--- config.mk ---
export PLATFORM = sky130hd
export DESIGN_NAME = ac97_pcm_fifo_flat
export DESIGN_NICKNAME = d
export VERILOG_FILES = /design/src/rtl/ac97_pcm_fifo_if.sv /design/src/rtl/ac97_pcm_fifo.sv /design/src/flat_wrapper.sv
export SDC_FILE = /design/constraint.sdc
export NUM_CORES = 1
export LEC_CHECK = 0
export CORE_UTILIZATION = 25
export DETAILED_ROUTE_END_ITERATION = 12
export PLACE_DENSITY = 0.38
export SLEW_MARGIN = 20
export SYNTH_ARGS = -nofsm -noshare
export SYNTH_HDL_FRONTEND = slang
export SYNTH_SLANG_ARGS = --single-unit
--- constraint.sdc ---
create_clock -name ac97_bitclk -period 3.45 [get_ports ac97_bitclk]
set_input_delay 0.345 -clock ac97_bitclk [delete_from_list [all_inputs] [get_ports ac97_bitclk]]
set_output_delay 0.345 -clock ac97_bitclk [all_outputs]
set_load 0.005 [all_outputs]
--- src/rtl/ac97_pcm_fifo_if.sv ---
// Producer-side valid/ready handshake carrying one stereo PCM pair per transfer.
interface ac97_pcm_fifo_if #(
    parameter int SAMPLE_W = 20
);
    logic                in_valid;
    logic                in_ready;
    logic [SAMPLE_W-1:0] in_left;
    logic [SAMPLE_W-1:0] in_right;

    modport master (output in_valid, output in_left, output in_right, input in_ready);
    modport slave  (input in_valid, input in_left, input in_right, output in_ready);
endinterface

--- src/rtl/ac97_pcm_fifo.sv ---
// Stereo PCM FIFO feeding AC-link slots 3/4: one pair popped per frame strobe,
// held for the whole frame, with a saturating underrun counter.
module ac97_pcm_fifo #(
    parameter int DEPTH_LOG2 = 4,
    parameter int SAMPLE_W   = 20
) (
    input  logic                  ac97_bitclk,
    input  logic                  ac97_rst_b,
    input  logic                  ac97_strobe,
    input  logic                  pcm_enable,
    input  logic                  pcm_flush,
    ac97_pcm_fifo_if.slave        in_if,
    output logic [SAMPLE_W-1:0]   ac97_out_slot3,
    output logic                  ac97_out_slot3_valid,
    output logic [SAMPLE_W-1:0]   ac97_out_slot4,
    output logic                  ac97_out_slot4_valid,
    output logic [DEPTH_LOG2:0]   fifo_level,
    output logic [15:0]           underrun_count
);
    localparam int                  DEPTH    = 1 << DEPTH_LOG2;
    localparam logic [DEPTH_LOG2:0] LVL_FULL = (DEPTH_LOG2+1)'(DEPTH);
    localparam logic [DEPTH_LOG2:0] LVL_ONE  = (DEPTH_LOG2+1)'(1);
    localparam logic [DEPTH_LOG2-1:0] PTR_ONE = DEPTH_LOG2'(1);

    logic [2*SAMPLE_W-1:0]   r_mem [DEPTH];
    logic [DEPTH_LOG2-1:0]   r_wptr, r_rptr;
    logic [DEPTH_LOG2:0]     r_level;
    logic [SAMPLE_W-1:0]     r_slot3, r_slot4;
    logic                    r_slot_vld;
    logic [15:0]             r_underrun;

    logic w_ready, w_push, w_pop, w_starve;

    // Ready depends only on registered state and flush, never on in_valid.
    assign w_ready  = (r_level != LVL_FULL) && !pcm_flush;
    assign w_push   = in_if.in_valid && w_ready;
    // Flush beats a coincident strobe: the frame is treated as starved.
    assign w_pop    = ac97_strobe && pcm_enable && (r_level != '0) && !pcm_flush;
    assign w_starve = ac97_strobe && pcm_enable && !w_pop;

    assign in_if.in_ready       = w_ready;
    assign ac97_out_slot3       = r_slot3;
    assign ac97_out_slot4       = r_slot4;
    assign ac97_out_slot3_valid = r_slot_vld;
    assign ac97_out_slot4_valid = r_slot_vld;
    assign fifo_level           = r_level;
    assign underrun_count       = r_underrun;

    always_ff @(posedge ac97_bitclk) begin
        if (w_push) r_mem[r_wptr] <= {in_if.in_left, in_if.in_right};
    end

    always_ff @(posedge ac97_bitclk or negedge ac97_rst_b) begin
        if (!ac97_rst_b) begin
            r_wptr  <= '0;
            r_rptr  <= '0;
            r_level <= '0;
        end else if (pcm_flush) begin
            r_wptr  <= '0;
            r_rptr  <= '0;
            r_level <= '0;
        end else begin
            if (w_push) r_wptr <= r_wptr + PTR_ONE;
            if (w_pop)  r_rptr <= r_rptr + PTR_ONE;
            if (w_push && !w_pop)      r_level <= r_level + LVL_ONE;
            else if (w_pop && !w_push) r_level <= r_level - LVL_ONE;
        end
    end

    // Slot registers move only on strobe edges so the link sees a stable frame.
    always_ff @(posedge ac97_bitclk or negedge ac97_rst_b) begin
        if (!ac97_rst_b) begin
            r_slot3    <= '0;
            r_slot4    <= '0;
            r_slot_vld <= 1'b0;
            r_underrun <= '0;
        end else if (ac97_strobe) begin
            if (w_pop) begin
                r_slot3    <= r_mem[r_rptr][2*SAMPLE_W-1:SAMPLE_W];
                r_slot4    <= r_mem[r_rptr][SAMPLE_W-1:0];
                r_slot_vld <= 1'b1;
            end else begin
                r_slot3    <= '0;
                r_slot4    <= '0;
                r_slot_vld <= 1'b0;
            end
            if (w_starve && (r_underrun != 16'hFFFF)) r_underrun <= r_underrun + 16'd1;
        end
    end
endmodule

--- src/flat_wrapper.sv ---
// flat-port wrapper written by rule: the top's interface ports become plain ports
module ac97_pcm_fifo_flat 
#(
    parameter int DEPTH_LOG2 = 4,
    parameter int SAMPLE_W   = 20
)
  (ac97_bitclk, ac97_rst_b, ac97_strobe, pcm_enable, pcm_flush, ac97_out_slot3, ac97_out_slot3_valid, ac97_out_slot4, ac97_out_slot4_valid, fifo_level, underrun_count, in_if_in_valid, in_if_in_left, in_if_in_right, in_if_in_ready);
  ac97_pcm_fifo_if #(.SAMPLE_W(SAMPLE_W)) in_if_i ();
  input  logic ac97_bitclk;
  input  logic ac97_rst_b;
  input  logic ac97_strobe;
  input  logic pcm_enable;
  input  logic pcm_flush;
  output logic [SAMPLE_W-1:0] ac97_out_slot3;
  output logic ac97_out_slot3_valid;
  output logic [SAMPLE_W-1:0] ac97_out_slot4;
  output logic ac97_out_slot4_valid;
  output logic [DEPTH_LOG2:0] fifo_level;
  output logic [15:0] underrun_count;
  input wire logic [$bits(in_if_i.in_valid)-1:0] in_if_in_valid;
  input wire logic [$bits(in_if_i.in_left)-1:0] in_if_in_left;
  input wire logic [$bits(in_if_i.in_right)-1:0] in_if_in_right;
  output wire logic [$bits(in_if_i.in_ready)-1:0] in_if_in_ready;
  assign in_if_i.in_valid = in_if_in_valid;
  assign in_if_i.in_left = in_if_in_left;
  assign in_if_i.in_right = in_if_in_right;
  assign in_if_in_ready = in_if_i.in_ready;
  ac97_pcm_fifo #(.DEPTH_LOG2(DEPTH_LOG2), .SAMPLE_W(SAMPLE_W)) u_core (.ac97_bitclk(ac97_bitclk), .ac97_rst_b(ac97_rst_b), .ac97_strobe(ac97_strobe), .pcm_enable(pcm_enable), .pcm_flush(pcm_flush), .in_if(in_if_i), .ac97_out_slot3(ac97_out_slot3), .ac97_out_slot3_valid(ac97_out_slot3_valid), .ac97_out_slot4(ac97_out_slot4), .ac97_out_slot4_valid(ac97_out_slot4_valid), .fifo_level(fifo_level), .underrun_count(underrun_count));
endmodule
# Word-level counts from Yosys, hierarchy flattened
# Memories as Yosys holds them, arrays and structs flattened.
# Index checks and enable logic that the tools add are counted.
dict set report totals {
  ff_bits 70
  ram_bits 640
  inputBits 46
  out_inout_bits 64
  elab_cells 44
  n_memories 1
}
# memory depth word_bits read_ports rd_ports_with_merged_regs write_ports line_no
set mem_list {}
lappend mem_list {u_core.r_mem 16 40 1 0 1 ac97_pcm_fifo.sv:25} ;# logic [2*SAMPLE_W-1:0] r_mem [DEPTH];
dict set report op_classes {
  n_addsub 5
  eq_ne 2
  mux 12
  n_reduce_logical 17
}
# cell n
set ops {}
lappend ops {{20-bit 2-to-1 mux} 2}
lappend ops {{16-bit by 1-bit adder with 16-bit output (second input constant)} 1}
lappend ops {{4-bit 2-to-1 mux} 4}
lappend ops {{16-bit != test (second input constant)} 1}
lappend ops {{5-bit 2-to-1 mux} 3}
lappend ops {{1-bit logical AND} 9}
lappend ops {{4-bit by 1-bit adder with 4-bit output (second input constant)} 2}
lappend ops {{5-bit by 1-bit adder with 5-bit output (second input constant)} 1}
lappend ops {{5-bit != test (second input constant)} 1}
lappend ops {{5-bit nonzero test} 1}
lappend ops {{5-bit by 1-bit subtractor with 5-bit output (second input constant)} 1}
lappend ops {{2-bit nonzero test} 2}
lappend ops {{1-bit zero test} 3}
lappend ops {{1-bit 2-to-1 mux} 3}
lappend ops {{3-bit nonzero test} 1}
lappend ops {{2-bit AND reduction} 1}

# Longest topological paths before layout
# Gate-level depths: netlist of run 1.
dict set report depth {
  word_depth 8
  ltp_mapped 10
  mapped_depth_nobuf 9
}

# Worst setup path before layout of run 1
# OpenSTA, ideal clock, no wires.
dict set report synth_timing {
  path_kind {flip-flop to flip-flop}
  startpoint {reg u_core.r_level[0], in the netlist u_core.fifo_level[0]}
  endpoint {reg u_core.r_level[4], in the netlist u_core.fifo_level[4]}
  setup_ns 0.069
  arrival_ns 2.736
  t_required_ns 3.381
  setup_slack_ns 0.645
  stages_incl_launch_ff 11
  path_buffers 1
  period_less_slack_ns 2.805
  cell_sequence {dfrtp_1 -> nor4_4 -> a21oi_2 -> clkbuf_1 -> nand2_1 -> fa_1 -> a21o_1 -> a21o_1 -> or3_1 -> a211o_1 -> nand3_1}
}
dict set report synth_via {
  elab_chain_cells 7
  word_cells_on_any_way 16
  classes_between {2 x add/sub; 1 x eq/ne; 3 x mux; 10 x reduce/logical}
}
# item line_no
set synth_lines {}
lappend synth_lines {{start, declared} ac97_pcm_fifo.sv:27} ;# logic [DEPTH_LOG2:0] r_level;
lappend synth_lines {{start signal, assigned} ac97_pcm_fifo.sv:65} ;# if (w_push && !w_pop) r_level <= r_level + LVL_ONE;
lappend synth_lines {{start signal, assigned} ac97_pcm_fifo.sv:66} ;# else if (w_pop && !w_push) r_level <= r_level - LVL_ONE;
lappend synth_lines {{parallel branches: the longest is 7 deep, another holds 5-bit by 1-bit subtractor with 5-bit output} n/a}
# Parallel ways; which one is timed is not known. The select of a mux whose other input is x is not followed.
# A chain may end at the register's enable or synchronous reset.

# Worst setup path after layout of run 1
dict set report layout_timing {
  startpoint {reg u_core.r_level[1], in the netlist u_core.fifo_level[1]}
  endpoint {reg u_core.r_level[4], in the netlist u_core.fifo_level[4]}
}
# The elaborated chain is that of the path after synthesis.

==> results list, run 1 <==
* Run status: finished, final reports clean
* Maximum operating frequency: roughly 330 MHz
- The mapped netlist covers about 27000 µm².
- The count of pins over their slew limit was 0.
- Of all cell types, the one taking the most synthesized area is edfxtp_1.
- Largest net degree at the start of global routing: 56
- Data required time at the worst endpoint: 4.01 ns
- Filler cell count: 10.4k
- The first global-routing pass estimated about 100 mm of wire.
- The detail route stage leaves a number of antenna-violating nets equal to 0.
- Met3 GRT Util: 0.0226
* Clk Tree Root Cell: clkbuf_16
* Number of maximum-capacitance violations: 0
- The synthesized design contains 710 register bits.
- PwrDens: about 650 nW/µm²
* Count of pins on the block boundary: 110
- For met1 alone, demand over resource in global routing was 0.176.
- Before antenna repair, the detailed router went through 5 iterations.
- Total Wirelength: roughly 70 mm
- The worst pin sits at a relative slew slack of 0.402.
- Post-synth top area share: 0.708
- At the pin with the least slew margin, the transition time is 0.897 ns.
* Synthesized instance count: approximately 1.3k
- Worst reg-to-reg path cell count: 9
- Setup total negative slack on the finished layout was measured at 0 ns.
- Worst r2r src: u_core.fifo_level[1]$_DFFE_PN0P_
* Clock network latency to the later pin of the worst-skew pair: 0.63 ns
- DRC violations left: 0
- Initial antenna violation count: 3
- The die is 332 µm wide.
* Area growth from synthesis to layout: 21.7%
- In this run, the number of DRC markers left after iteration 0 of detailed routing was around 800.
- Of the synthesized area, sequential elements account for 0.772.
* Share of post-route cells with drive strength above 1: 0.234
- The total area inside the core boundary comes to 107000 µm².
* Final global-route overflow total: 0
* Critical path peak fanout: 5
* Flop-to-flop setup slack: 0.43 ns
* Nature of the critical path startpoint: flip-flop
- Clk sink count: roughly 700
- Estimated wirelength of the detail-placed design: between 30 and 40 mm
- Grt met2 use: 0.213
* Number of global-route vias before repair: ~14k
* Final Non-Filler Cells: a little under 3k
- Total of buffers placed on input and output ports: between 100 and 150
- At the worst endpoint, the arrival time is 3.59 ns.
- Die ar.: between 100000 and 150000 µm²
* Average detailed-routed wire length per instance: roughly 24 µm
- Ys flop type: edfxtp_1
* Leak pwr: 10.4 nW
- The count of final hold-check violations is 0.
- Following the worst setup path forward leads to its endpoint at u_core.fifo_level[4]$_DFFE_PN0P_.
- Unrepaired setup endpoints after global routing: false
* Final Setup Violations: 0
- The worst register-to-register path ends at u_core.fifo_level[4]$_DFFE_PN0P_.
- In the final design database the tool counted roughly 1.5k nets.
- Startpoint of the worst setup timing path: u_core.fifo_level[1]$_DFFE_PN0P_
- Counting the buffers created by CTS gives slightly above 80.
- Post-layout min period: just over 3 ns
- Counting tap cells, the placed design contains a total of 2774 instances.
* Clk buf depth: 3
* Via Count: 13.1k
- The Yosys step of the flow raised 0 warnings.
- Clock tree from TritonCTS: done
* RD Place Congestion: 0.683
- Number of vias per cell after detailed routing: 4.48
- N_diodes: 0
* Vertical extent of the die: 332 µm
* Global-route layer with the greatest usage: met2
- Setup skew after layout: 0.0397 ns
- Number of H-tree branching levels: 3
- The min-delay analysis places its worst path in the category input pin to flip-flop.
* Post-synthesis net count: around 1.3k
- In the finished design, the share of the clock period the worst path needs comes to 0.876.
- The initial utilization of the core area, before any placement, comes to 0.253.
- Most instantiated cells after synthesis: edfxtp_1 (640), mux4_2 (160), a22o_1 (82)
- Clock-pin slew was measured on the worst setup and hold paths at about 0.06 ns.
- The worst setup path is captured at a flip-flop.
- IR analysis of the VDD net gives a maximum drop of between 300 and 400 µV.
- The synthesized design contains 640 enable-type register cells.
- Number of distinct library cell variants in the gate-level netlist after synthesis: 40
- Startpoint-to-endpoint class of the critical path: flip-flop to flip-flop
* Post-Syn Area per Cell: about 21 µm²
- Fraction of registers with async set/reset: 0.0986
- Once the clock tree was built, the setup fixing pass inserted 0 buffers.
- Gr usage total: 0.129
- Most used standard cell by instance count after synthesis: edfxtp_1
- By area the synthesized netlist is led by edfxtp_1 (71%), mux4_2 (13%), dfrtp_1 (6.5%).
- Site Rows: 120
==> cell type report <==
type | instances | area (µm²) | area share
Clock buffer | 114 | 2320 | 0.0704
Clock inverter | 33 | 298 | 0.00901
Inverter | 46 | 173 | 0.00523
Multi-Input combinational cell | 461 | 5760 | 0.174
Sequential cell | 710 | 21000 | 0.635
Tap cell | 1403 | 1760 | 0.0531
Timing Repair Buffer | 155 | 1760 | 0.0532
==> layer usage <==
layer / vias to the layer above / wire length (µm)
met4: 4 / 1120
met3: 73 / 2660
met2: 228 / 34100
met1: 7118 / 32600
met5: - / 29
li1: 5668 / -
==> flip-flops by register name, summed over array words and instances (netlist names) <==
register                     flops
u_core.ac97_out_slot3           20
u_core.ac97_out_slot3_valid      1
u_core.ac97_out_slot4           20
u_core.fifo_level                5
u_core.r_mem                   640
u_core.r_rptr                    4
u_core.r_wptr                    4
u_core.underrun_count           16
==> layout by cell type (no fill, tap or decap), types with 14 or more instances in the layout <==
master,netlist,layout
a22o_1,82,82
buf_12,0,26
buf_4,9,20
clkbuf_1,41,19
clkbuf_16,0,84
clkdlybuf4s50_1,0,107
dfrtp_1,70,68
edfxtp_1,640,640
inv_1,45,45
mux4_2,160,160
nand2_1,15,15
nor2_1,51,50
o22ai_1,40,40
xnor2_1,14,14
==> worst max-delay path, cell delays in order (launching register included) <==
cell and delay (ns):
dfrtp_1 0.47, nor4_4 0.49, a21o_1 0.27, nand2_1 0.17
fa_1 0.44, a21o_1 0.20, a21o_1 0.20, or3_1 0.33
a211o_1 0.30, nand3_1 0.08
==> metrics by stage <==
step	power (mW)	area [µm²]	setup WS [ns]	hold WS (ns)	utilization
final	21.3	33000	0.427	0.272	0.308
after global routing	22.3	33000	0.284	0.291	0.308
after CTS	21.8	33000	0.401	0.222	0.308
after detailed placement	13.2	30400	0.427	0.497	0.283
after global placement	13.2	30400	0.457	0.492	0.283
after floorplan	11.9	27100	0.645	0.0494	-
==> worst min path at each step <==
stage / start / end / slack [ns] / cells past startpoint
2_1_floorplan: ac97_rst_b / u_core.ac97_out_slot3[0]$_DFFE_PN0P_ / 0.05 / 0
3_3_place_gp: u_core.underrun_count[5]$_DFFE_PN0P_ / u_core.underrun_count[5]$_DFFE_PN0P_ / 0.49 / 1
3_5_place_dp: u_core.underrun_count[5]$_DFFE_PN0P_ / u_core.underrun_count[5]$_DFFE_PN0P_ / 0.50 / 1
4_1_cts: ac97_strobe / u_core.r_rptr[1]$_DFFE_PN0P_ / 0.22 / 5
5_1_grt: ac97_strobe / u_core.r_rptr[1]$_DFFE_PN0P_ / 0.29 / 5
6_report: ac97_strobe / u_core.r_rptr[1]$_DFFE_PN0P_ / 0.27 / 5
==> repair_timing <==
action | in CTS | in global routing
resized for setup | 0 | 0
hold buffers | 1 | 0
hold endpoints to repair | 54 | 0
==> report_power, final <==
group | switching [mW] | internal, mW | leakage (nW) | total, mW
registers | 0.243 | 9.68 | 6.71 | 9.93
clock network | 3.37 | 5.06 | 1.29 | 8.43
logic | 1.42 | 1.57 | 2.43 | 2.99
==> cells by family (layout without fill, tap and decap cells) <==
logic type,Yosys count,after routing,synth area share
DFF,710,710,0.772
muxes,164,164,0.134
AOI/OAI and AO/OA,141,141,0.0406
and+or+nand+nor,124,124,0.0232
buffers and inverters,112,348,0.0173
xor gates and xnor gates,21,21,0.00677
adders and majority gates,11,11,0.00535
No activity file was read; power rests on OpenSTA's default activity.
==> run 2: changes to the inputs <==
--- a/config.mk
+++ b/config.mk
@@ -5,6 +5,7 @@
 export SDC_FILE = /design/constraint.sdc
 export NUM_CORES = 1
 export LEC_CHECK = 0
+export ABC_CLOCK_PERIOD_IN_PS = 3450
 export CORE_UTILIZATION = 25
 export DETAILED_ROUTE_END_ITERATION = 12
 export PLACE_DENSITY = 0.38
==> results of run 2 <==
The final DEF is identical to that of run 1; final timing and power are the same.
